`src/rtl/vga_timing_gen.sv`:
```
// 640x480@60 VGA raster timing: pixel strobe, sync pulses, data enable and coordinates.
// Optional 16-bit frame counter port enabled by defining VGA_TIMING_FRAME_CNT_EN.
module vga_timing_gen #(
  parameter int CORDW   = 10,
  parameter int CLK_DIV = 2,
  parameter int H_RES   = 640,
  parameter int H_FP    = 16,
  parameter int H_SYNC  = 96,
  parameter int H_BP    = 48,
  parameter int V_RES   = 480,
  parameter int V_FP    = 10,
  parameter int V_SYNC  = 2,
  parameter int V_BP    = 33,
  parameter bit H_POL   = 1'b0,
  parameter bit V_POL   = 1'b0
) (
  input  logic             clk,
  input  logic             rst_n,
  output logic             pix_stb,
  output logic [CORDW-1:0] sx,
  output logic [CORDW-1:0] sy,
  output logic             de,
  output logic             hsync,
  output logic             vsync,
  output logic             line_start,
  output logic             frame_start
`ifdef VGA_TIMING_FRAME_CNT_EN
  ,
  output logic [15:0]      frame_cnt
`endif
);

  localparam int H_TOTAL = H_RES + H_FP + H_SYNC + H_BP;
  localparam int V_TOTAL = V_RES + V_FP + V_SYNC + V_BP;
  localparam int DIVW    = (CLK_DIV > 1) ? $clog2(CLK_DIV) : 1;

  localparam logic [DIVW-1:0]  DIV_MAX   = DIVW'(CLK_DIV - 1);
  localparam logic [CORDW-1:0] H_MAX     = CORDW'(H_TOTAL - 1);
  localparam logic [CORDW-1:0] V_MAX     = CORDW'(V_TOTAL - 1);
  localparam logic [CORDW-1:0] H_ACT_END = CORDW'(H_RES);
  localparam logic [CORDW-1:0] V_ACT_END = CORDW'(V_RES);
  localparam logic [CORDW-1:0] HS_BEG    = CORDW'(H_RES + H_FP);
  localparam logic [CORDW-1:0] HS_END    = CORDW'(H_RES + H_FP + H_SYNC);
  localparam logic [CORDW-1:0] VS_BEG    = CORDW'(V_RES + V_FP);
  localparam logic [CORDW-1:0] VS_END    = CORDW'(V_RES + V_FP + V_SYNC);

  logic [DIVW-1:0]  div_cnt;
  logic [CORDW-1:0] sx_next;
  logic [CORDW-1:0] sy_next;
  logic             de_next;
  logic             hs_act_next;
  logic             vs_act_next;
  logic             frame_next;

  always_ff @(posedge clk or negedge rst_n) begin
    if (!rst_n) begin
      div_cnt <= '0;
    end else if (div_cnt == DIV_MAX) begin
      div_cnt <= '0;
    end else begin
      div_cnt <= div_cnt + 1'b1;
    end
  end

  // Gated by rst_n so the strobe reads 0 in reset even when CLK_DIV==1.
  assign pix_stb = rst_n & (div_cnt == DIV_MAX);

  always_comb begin
    sx_next = sx + 1'b1;
    sy_next = sy;
    if (sx == H_MAX) begin
      sx_next = '0;
      sy_next = (sy == V_MAX) ? '0 : sy + 1'b1;
    end
  end

  assign de_next     = (sx_next < H_ACT_END) && (sy_next < V_ACT_END);
  assign hs_act_next = (sx_next >= HS_BEG) && (sx_next < HS_END);
  assign vs_act_next = (sy_next >= VS_BEG) && (sy_next < VS_END);
  assign frame_next  = (sx_next == '0) && (sy_next == '0);

  // Flags are registered from the next coordinates so they move with sx/sy.
  always_ff @(posedge clk or negedge rst_n) begin
    if (!rst_n) begin
      sx          <= H_MAX;
      sy          <= V_MAX;
      de          <= 1'b0;
      hsync       <= ~H_POL;
      vsync       <= ~V_POL;
      line_start  <= 1'b0;
      frame_start <= 1'b0;
    end else if (pix_stb) begin
      sx          <= sx_next;
      sy          <= sy_next;
      de          <= de_next;
      hsync       <= hs_act_next ? H_POL : ~H_POL;
      vsync       <= vs_act_next ? V_POL : ~V_POL;
      line_start  <= (sx_next == '0);
      frame_start <= frame_next;
    end else begin
      line_start  <= 1'b0;
      frame_start <= 1'b0;
    end
  end

`ifdef VGA_TIMING_FRAME_CNT_EN
  // Starts at all-ones so the first frame after reset reads 0.
  always_ff @(posedge clk or negedge rst_n) begin
    if (!rst_n) begin
      frame_cnt <= 16'hFFFF;
    end else if (pix_stb && frame_next) begin
      frame_cnt <= frame_cnt + 16'd1;
    end
  end
`else
  // No frame counter in this build.
`endif

endmodule
```
`config.mk`:
```
export PLATFORM = sky130hd
export DESIGN_NAME = vga_timing_gen
export DESIGN_NICKNAME = d
export VERILOG_FILES = /design/src/rtl/vga_timing_gen.sv
export SDC_FILE = /design/constraint.sdc
export NUM_CORES = 1
export LEC_CHECK = 0
export BUFFER_PORTS_ARGS = -buffer_cell sky130_fd_sc_hd__buf_2
export CAP_MARGIN = 20
export CORE_MARGIN = 5
export CORE_UTILIZATION = 50
export CTS_CLUSTER_SIZE = 25
export DETAILED_ROUTE_END_ITERATION = 8
export PLACE_DENSITY = 0.72
export SYNTH_ARGS = -nofsm -noshare
export SYNTH_HDL_FRONTEND = slang
export SYNTH_SLANG_ARGS = --single-unit
```
`constraint.sdc`:
```
create_clock -name clk -period 3 [get_ports clk]
set_input_delay 0.45 -clock clk [delete_from_list [all_inputs] [get_ports clk]]
set_output_delay 0.45 -clock clk [all_outputs]
set_load 0.01 [all_outputs]
```
-- After elaboration in Yosys (flattened, before gate mapping)
Cells that the tools add are included.
- multiplexer cells: 8
- reductions and logical operators: 6
- order comparisons: 6
- eq/ne operators: 2
- add/sub/neg operators: 3
- bitwise gates (word level): 1
- operators by type and width (cell ; count):
    $mux W10 ; 3
    $add A10 B1 Y10 const B ; 2
    $eq A10 B10 Y1 const B ; 2
    $logic_not A10 Y1 ; 2
    $lt A10 B10 Y1 const B ; 2
    $lt A10 B9 Y1 const B ; 2
    $ge A10 B10 Y1 const B ; 1
    $ge A10 B9 Y1 const B ; 1
    $mux W1 ; 5
    $logic_and A1 B1 Y1 ; 4
    $add A1 B1 Y1 const B ; 1
    $and A1 B1 Y1 ; 1
- register bits after elaboration: 26
- output and inout port bits: 26
- input bits: 2
- logic and storage cells: 34

-- Depth between registers and ports, before layout
Gate-level depths: netlist of run 1.
- depth in word-level cells: 6
- mapped depth: 8
- mapped depth without buffers: 8

-- Worst setup path before layout of run 1
Ideal clock, no wire load.
- path kind: register to register
- start: register sx[0]
- end: register frame_start
- slack: 874 ps
- period minus slack after synthesis: 2126 ps
- data arrival time: 2058 ps
- required time: 2932 ps
- stages on the path, launching flop included: 9
- buffers on the path: 1
- library setup time: 68 ps
- cell sequence: dfstp_2 -> ha_1 -> and4_1 -> and3_1 -> buf_2 -> and3_1 -> a21oi_1 -> o31ai_1 -> and4_1
- word-level cells in the longest chain between the ends: 5
- elaborated cells between the ends (all ways): 8
- classes of those cells: add/sub: 1; eq/ne: 1; mux: 3; reduce/logical: 3
- RTL lines (what ; line ; source):
    start, declared ; 20 ; output logic [CORDW-1:0] sx,
    start signal, assigned ; 93 ; sx <= sx_next;
    $add A10 B1 Y10 or $eq A10 B10 Y1 (tied branches) ; 69, 71 ;
    $mux W10 ; 71 ; if (sx == H_MAX) begin
    $logic_not A10 Y1 ; 80 ; assign frame_next = (sx_next == '0) && (sy_next == '0);
    $logic_and A1 B1 Y1 (*) ; 80 ;
    $mux W1 (*) ; 92 ; end else if (pix_stb) begin
    end signal, assigned ; 99 ; frame_start <= frame_next;
    end, declared ; 26 ; output logic frame_start
Mark *: on every way between the ends. The rest lies on a longest branch, timed or not.
A chain may end at the register's enable or synchronous reset.

-- Final worst setup path of run 1
Same ends and word-level chain as after synthesis.

==> impl.org, run 1 <==
** Power and ir drop
- In this run the static leakage power is 0.821 nW.
- For this design the ratio of total power to cell area is between 400 and 500 nW/µm².
- VDD sags by at most approximately 0.00027 V.

** Worst setup path
- For this run, the slowest stage of the critical path takes 610 ps.
- In this run the register-to-register setup slack is between 200 and 300 ps.
- The worst setup path is launched from a flop.
- Grouping stages by cell kind, the critical path spends the most delay in simple AND/OR/NAND/NOR gates.
- For the worst setup path, the data arrival time is roughly 3000 ps.
- Critical path type :: reg -> reg
- Setup crit end kind :: flop
- The critical path contains buffers and inverters numbering 0 combined.
- Most used cell along the critical path :: and4_1
- The critical path goes through ha_1 > and4_1 > nand3_1 > o21ai_1 > nand4b_1 > a211oi_1 > and4_1.
- The slowest stage of the critical path belongs to the cell dfstp_2.
- Biggest fanout along the worst timing path :: 14
- Worst endpoint required time :: about 3300 ps

** Cells and area
- Util after Layout :: between 50 and 60%
- Fillers :: around 350
- Number of nets at the end of the flow :: approximately 220
- Diode insertion count for antenna repair :: 0
- Registers take approximately 670 µm².
- Share of layout cells above drive strength 1 :: between 20% and 30%
- Area Overhead vs Synth :: 9.59%
- In the final layout, the multi-input gates occupy about 950 µm².

** Placed design
- Gpl congestion :: a little under 1
- HPWL after DPL :: ~2.8 mm
- In this run the tool buffered the top-level ports with 27 buffer cells.

** Detailed routing
- Via-per-instance ratio :: around 5.8
- Drc violations :: 0
- Number of search-and-repair iterations in the first detailed-routing pass :: 4
- Total vias in the final route :: ~1.5k
- Dividing the detail-routed wire length by the instance count gives approximately 15 µm.
- Overall routed net length :: between 3 and 4 mm
- Starting DRC count in detailed routing :: between 100 and 150
- The detail route stage leaves a number of antenna-violating nets equal to 0.

** Clock tree
- In this run, post-CTS repair resized a total of 0 instances.
- In this run the post-CTS setup repair buffer count came out at 0.
- Clock tree synthesis inserted a total of 3 buffers.
- Bufs on Longest Clock Path :: 2
- TritonCTS built the clock tree.
- Hold repair after CTS inserted 0 buffers.
- CTS saw 26 sinks.
- Clock root cell :: clkbuf_4
- The clock reaches the later pin of the worst-skew pair after ~320 ps.
- Clock-pin slew was measured on the worst setup and hold paths at roughly 140 ps.
- CTS built an H-tree with a depth of 1.

** Synth
- Synthesized flop and latch total :: 26
- Post-synth design cell area :: ~1700 µm²
- Count of unique library cells instantiated by Yosys :: 48
- Sequential share of the synthesized area :: between 30% and 40%
- Mux contribution to synthesized area :: 0.659%
- Most used flip-flop cell after synthesis :: dfrtp_1
- After technology mapping, the gate count stands at between 150 and 200.
- By count the netlist is led by 31 x nand2_1, 15 x nor2_1, 14 x dfrtp_1, 12 x dfstp_2, 12 x o21ai_0.
- By instance count, the leading cell after synthesis is nand2_1.
- After Yosys synthesis, full adders, half adders and majority gates account for under 10% of the synthesized area.
- Dominant combinational cell family by area after synthesis :: simple AND/OR/NAND/NOR gates
- When the netlist entered floorplanning its net count stood at around 200.
- Yosys printed 0 warnings.
- Counting flops with an async set or reset pin after synthesis yields a share of 100%.
- Number of synthesized flops with an enable pin :: 0
- After Yosys synthesis, and, or, nand and nor cells account for 26.8% of the synthesized area.
- Compound-Gate Fraction of Synth Area :: about 17%
- Top area cells in the synthesized netlist :: dfrtp_1 20%, dfstp_2 18%, nand2_1 6.8%
- Summing the areas of all xor and xnor instances in the mapped netlist gives under 10% of the synthesized area.
- The biggest area contributor in the post-synthesis netlist is dfrtp_1.
- Of the post-synthesis cell area, the dominant cell type holds ~20%.
- A synthesized cell averages 8.68 µm².

** Global route
- In the global route stage, overall resource usage came out at roughly 18%.
- Total congestion overflow after global routing :: 0
- Antenna violations before repair :: 0
- Vias in the first global route :: between 1k and 1.5k
- Global-route wire length before repair :: around 6.5 mm
- Largest net degree at the start of global routing :: 27

** Floorplan
- Area of the die :: 4690 µm²
- For this design the top-level I/O count stands at 28.
- The floorplan step set the die width to between 60 and 70 µm.
- Chip Height :: between 60 and 70 µm
- The initialized floorplan defines 21 standard-cell rows.
- Once the floorplan was initialized, standard cells occupied roughly half of the core.
- Placeable core region :: 3310 µm²

** Flow run
- Max-cap check violation count :: 0

** STA
- After routing, the total negative slack on setup checks comes to 0 ps.
- Relative max-transition margin :: between 50% and 60%
- Measured slew at the worst slew-check pin :: roughly 740 ps
- Based on the critical path, the design can be clocked at up to 366 MHz.
- RSZ-0062 raised after global routing :: false
- Dividing the final minimum period by the clock period gives 91.2%.
- Endpoints failing hold :: 0
- Number of pins exceeding their max-slew limit in the final report :: 0
- Post-route clock skew :: approximately 6.1 ps
- Post-route minimum period :: 2740 ps
- Setup violation total in the final timing report :: 0

** Min path
- The path class of the tightest hold or removal check is in -> async.

** Run status
- Status :: finished, final reports clean
final cells by class:
cell class / instances / area share (%)
Multi-Input combinational cell: 152 / 50.6
Sequential cell: 26 / 35.5
Timing Repair Buffer: 28 / 7.62
Tap cell: 46 / 3.07
Clock buffer: 4 / 1.94
Inverter: 6 / 1.20
cells in the final DEF, fill, tap and decap left out, drive strengths merged, types with 2 or more instances in the layout:
cell type	netlist	routed
a31oi	2	2
nor2	15	15
a311oi	2	2
ha	4	4
o31ai	3	3
or2	2	2
inv	6	6
nand3b	2	2
nand3	10	10
and3	4	4
xor2	7	7
o21ai	16	16
buf	9	28
nor4	3	3
dfrtp	14	14
a211oi	3	3
and4	3	3
o31a	2	2
a21oi	8	8
nor3	7	7
nand2	31	31
dfstp	12	12
nand4	4	4
clkbuf	4	4
xnor2	9	9
sequential cells by signal, summed over array words and instances, names as in the netlist:
name,count
de,1
div_cnt,1
frame_start,1
hsync,1
line_start,1
sx,10
sy,10
vsync,1
logic make-up after synthesis:
group / after synthesis
AO/OA/AOI/OAI: 45
XOR/XNOR: 16
adder cells (fa/ha/maj): 4
buffers and inverters: 19
flip-flops: 26
multiplexers: 1
AND/OR/NAND/NOR: 86
stage by stage:
step                setup WS (ps)  hold slack (ps)  total power, mW  instances  area, µm²
floorplan                     874              154            0.552        197       1710
global placement              560              405            0.606        258       1840
detailed placement            340              411            0.608        258       1840
CTS                           307              110            0.788        262       1870
global route                 87.4              116            0.832        262       1870
finish                        265              106            0.780        262       1870
where the power goes:
part / total [mW] / switching (mW) / internal (mW)
clock network: 0.179 / 0.105 / 0.0742
registers: 0.451 / 0.0534 / 0.398
logic: 0.150 / 0.0851 / 0.0651
total: 0.780 / 0.243 / 0.537
path summary, 6_finish.rpt:
path / from / to / cells past startpoint
hold / removal: rst_n / sy[8] / 2
setup reg to reg: sx[0] / frame_start / 7
min in group clk: div_cnt / div_cnt / 1
hold reg to reg: div_cnt / div_cnt / 1
setup / recovery: sx[0] / frame_start / 7
max in group asynchronous: rst_n / sx[0] / 2
metal layers:
layer	routed length [µm]	track usage, %	share of wire [%]	up-vias
met2	1620	26.0	42	60
met3	231	3.12	6.0	6
met5	0	0	0	-
li1	-	-	-	743
met1	1930	28.4	50	704
met4	46	5.46	1.2	0
(Power assumes the default switching activity.)
==> run 2: changes to the inputs <==
--- a/config.mk
+++ b/config.mk
@@ -7,11 +7,13 @@
 export LEC_CHECK = 0
 export BUFFER_PORTS_ARGS = -buffer_cell sky130_fd_sc_hd__buf_2
 export CAP_MARGIN = 20
+export CELL_PAD_IN_SITES_DETAIL_PLACEMENT = 1
+export CELL_PAD_IN_SITES_GLOBAL_PLACEMENT = 1
 export CORE_MARGIN = 5
-export CORE_UTILIZATION = 50
+export CORE_UTILIZATION = 42
 export CTS_CLUSTER_SIZE = 25
 export DETAILED_ROUTE_END_ITERATION = 8
-export PLACE_DENSITY = 0.72
+export PLACE_DENSITY = 0.79
 export SYNTH_ARGS = -nofsm -noshare
 export SYNTH_HDL_FRONTEND = slang
 export SYNTH_SLANG_ARGS = --single-unit
==> run 2 against run 1 <==
Compared with the run above: clock skew decreased by 3.6 ps; final area is 1.7% higher; critical endpoint unchanged; maximum frequency is 2.1% higher; global-route usage is 1.2 points higher; clock-buffer cell count unchanged; wire length increased by 28%.
==> impl.org, run 2 (synthesized netlist as in run 1, its figures left out) <==
** Detailed routing
- Routed len/inst :: 18.4 µm (was 14.6 µm)
- Total vias in the final route :: 1564 (was 1513)
- Drc violations :: 0 (unchanged)
- The sum of routed wire length over all layers is 4.91 mm (was 3.83 mm).
- The DRC violation total after the first TritonRoute iteration came to 117 (was 142).
- Via-per-instance ratio :: 5.86 (was 5.77)
- Antenna-violating nets left :: 0 (unchanged)
- The first-pass detailed-route iteration total was 4 (unchanged).

** Cells and area
- Number of nets at the end of the flow :: 224 (was 223)
- Largest registers: sx (10), sy (10) (unchanged).
- Util after Layout :: 48.0% (was 56.6%)
- Area Overhead vs Synth :: 11.4% (was 9.59%)
- The final design area excluding fillers came to 1900 µm² (was 1870 µm²).
- The non-filler instance count after layout was 267 (was 262).
- Share of layout cells above drive strength 1 :: 24.4% (was 24.1%)
- Leading cell types in the layout, fill and taps excluded: 31 x nand2_1, 27 x buf_2, 15 x nor2_1 (unchanged).
- The most common cell after layout, fill and taps aside was nand2_1 (unchanged).
- The total inserted antenna cells came to 0 (unchanged).

** Global route
- Vias in the first global route :: 1596 (was 1320)
- Gr usage total :: 19.6% (was 18.4%)
- Antenna violations before repair :: 0 (unchanged)
- Largest net degree at the start of global routing :: 27 (unchanged)
- Total congestion overflow after global routing :: 0 (unchanged)
- The global-route wire length before repair came to 8.29 mm (was 6.53 mm).

** Power and ir drop
- The worst vdd rail ir drop was 0.000242 V (was 0.000271 V).
- The power per standard cell area was 444 nW/µm² (was 417 nW/µm²).
- Leakage dissipation :: 0.833 nW (was 0.821 nW)

** Floorplan
- Initial Util :: 43.0% (was 51.6%)
- Placement row count :: 23 (was 21)
- Number of top-level pins :: 28 (unchanged)
- Die Wd :: 73.8 µm (was 68.5 µm)
- The area of the core came to 3970 µm² (was 3310 µm²).
- Area of the die :: 5440 µm² (was 4690 µm²)
- Chip Height :: 73.8 µm (was 68.5 µm)

** Placed design
- The instance area after placement is 1850 µm² (was 1840 µm²).
- Gpl congestion :: 0.889 (was 0.987)
- IO Port Bufs :: 27 (unchanged)
- The placed instance count is 263 (was 258).
- HPWL after DPL :: 3.54 mm (was 2.78 mm)
- The post-place setup slack is 378 ps (was 340 ps).

** Clock tree
- The maximum clock path buffer count was 2 (unchanged).
- CTS tree :: yes (unchanged)
- The post-CTS setup-driven buffer insertion count is 0 (unchanged).
- The total CTS buffers is 3 (unchanged).
- # resized after CTS :: 0 (unchanged)
- The quantity of hold-fixing buffers added after cts is 0 (unchanged).
- Insertion delay of the later-clocked pin in the worst-skew pair :: 270 ps (was 320 ps)
- The clock transition time at the flip-flop clock pins of the worst setup and hold paths came to 100 ps (was 140 ps).
- Number of clock sinks :: 26 (unchanged)
- The clock root buffer is clkbuf_8 (was clkbuf_4).
- Maximum level of the CTS H-tree :: 1 (unchanged)

** STA
- The time the final worst path needs with I/O delays and setup was 2680 ps (was 2740 ps).
- The final setup violation count is 0 (unchanged).
- Post-layout worst setup margin :: 321 ps (was 265 ps)
- Number of pins exceeding their max-slew limit in the final report :: 0 (unchanged)
- Highest clock frequency the design can meet :: 373 MHz (was 366 MHz)
- Final worst path period share :: 89.3% (was 91.2%)
- Final setup TNS :: 0 ps (unchanged)
- The hold violation total from the final report is 0 (unchanged).
- Relative max-transition margin :: 35.0% (was 50.1%)
- Post-route clock skew :: 2.56 ps (was 6.15 ps)
- Measured slew at the worst slew-check pin :: 963 ps (was 739 ps)
- RSZ-0062 raised after global routing: false (unchanged).

** Worst setup path
- Worst R2R End :: frame_start (unchanged)
- The timing startpoint of the critical path is sx[0] (unchanged).
- Depth of the worst register-to-register path :: 7 (unchanged)
- Kind of start point of the critical path :: flop (unchanged)
- The kind of critical path is reg -> reg (unchanged).
- The startpoint of the most critical register-to-register path was sx[0] (unchanged).
- End point of the critical path :: frame_start (unchanged)
- The setup slack of the worst register-to-register path was 320 ps (was 260 ps).
- Setup crit end kind :: flop (unchanged)
- Worst endpoint required time :: 3220 ps (was 3270 ps)
- The data arrival time at the worst-slack endpoint came to 2900 ps (was 3010 ps).
- Biggest fanout along the worst timing path :: 14 (unchanged)

** Run status
- Status :: finished, final reports clean (unchanged)

** Min path
- The class of the most critical hold timing path was in -> async (unchanged).

** Flow run
- The count of max-cap constraint violations was 0 (unchanged).
==> run 2: changes by cell type in the layout (fill, tap and decap cells not counted) <==
cell | before | now
buf_4 | 1 | 2
clkbuf_4 | 3 | 0
clkbuf_8 | 1 | 4
==> run 2: worst min-delay path by stage <==
stage,start,endpoint
6_report,rst_n,sy[4]
5_1_grt,rst_n,sy[4]
4_1_cts,rst_n,sy[0]
3_5_place_dp,div_cnt,div_cnt
3_3_place_gp,div_cnt,div_cnt
2_1_floorplan,rst_n,de
==> run 2: critical path, cell delays in order, from the launching register on <==
cell,delay (ps)
dfstp_2,600
ha_1,250
and4_1,330
nand3_1,440
o21ai_1,400
nand4b_1,140
a211oi_1,240
and4_1,220
==> run 2: final cells by class <==
class                   instances  area [µm²]
flip-flops and latches         26         666
clock buffers                   4        55.1
multi-input cells             152         948
inverters                       6        22.5
well taps                      50        62.6
fillers                       485        2070
repair buffers                 29         150
==> run 2: per-stage QoR <==
stage               power, mW  hold slack, ps
floorplan               0.552             154
global placement        0.609             414
detailed placement      0.616             427
CTS                     0.852             191
global route            0.897             204
finish                  0.846             182
==> run 2: metal layers <==
layer | vias to the layer above | track usage (%) | wire, µm
li1 | 742 | - | -
met1 | 782 | 27.6 | 2380
met2 | 38 | 31.3 | 2300
met3 | 2 | 3.15 | 203
met4 | 0 | 4.83 | 31
met5 | - | 0 | 0
==> run 2: power breakdown <==
group | internal (mW) | leakage (nW) | switching, mW
combinational | 0.0659 | 0.497 | 0.0911
sequential | 0.397 | 0.308 | 0.0555
clock | 0.118 | 0.0288 | 0.119
total | 0.581 | 0.833 | 0.265
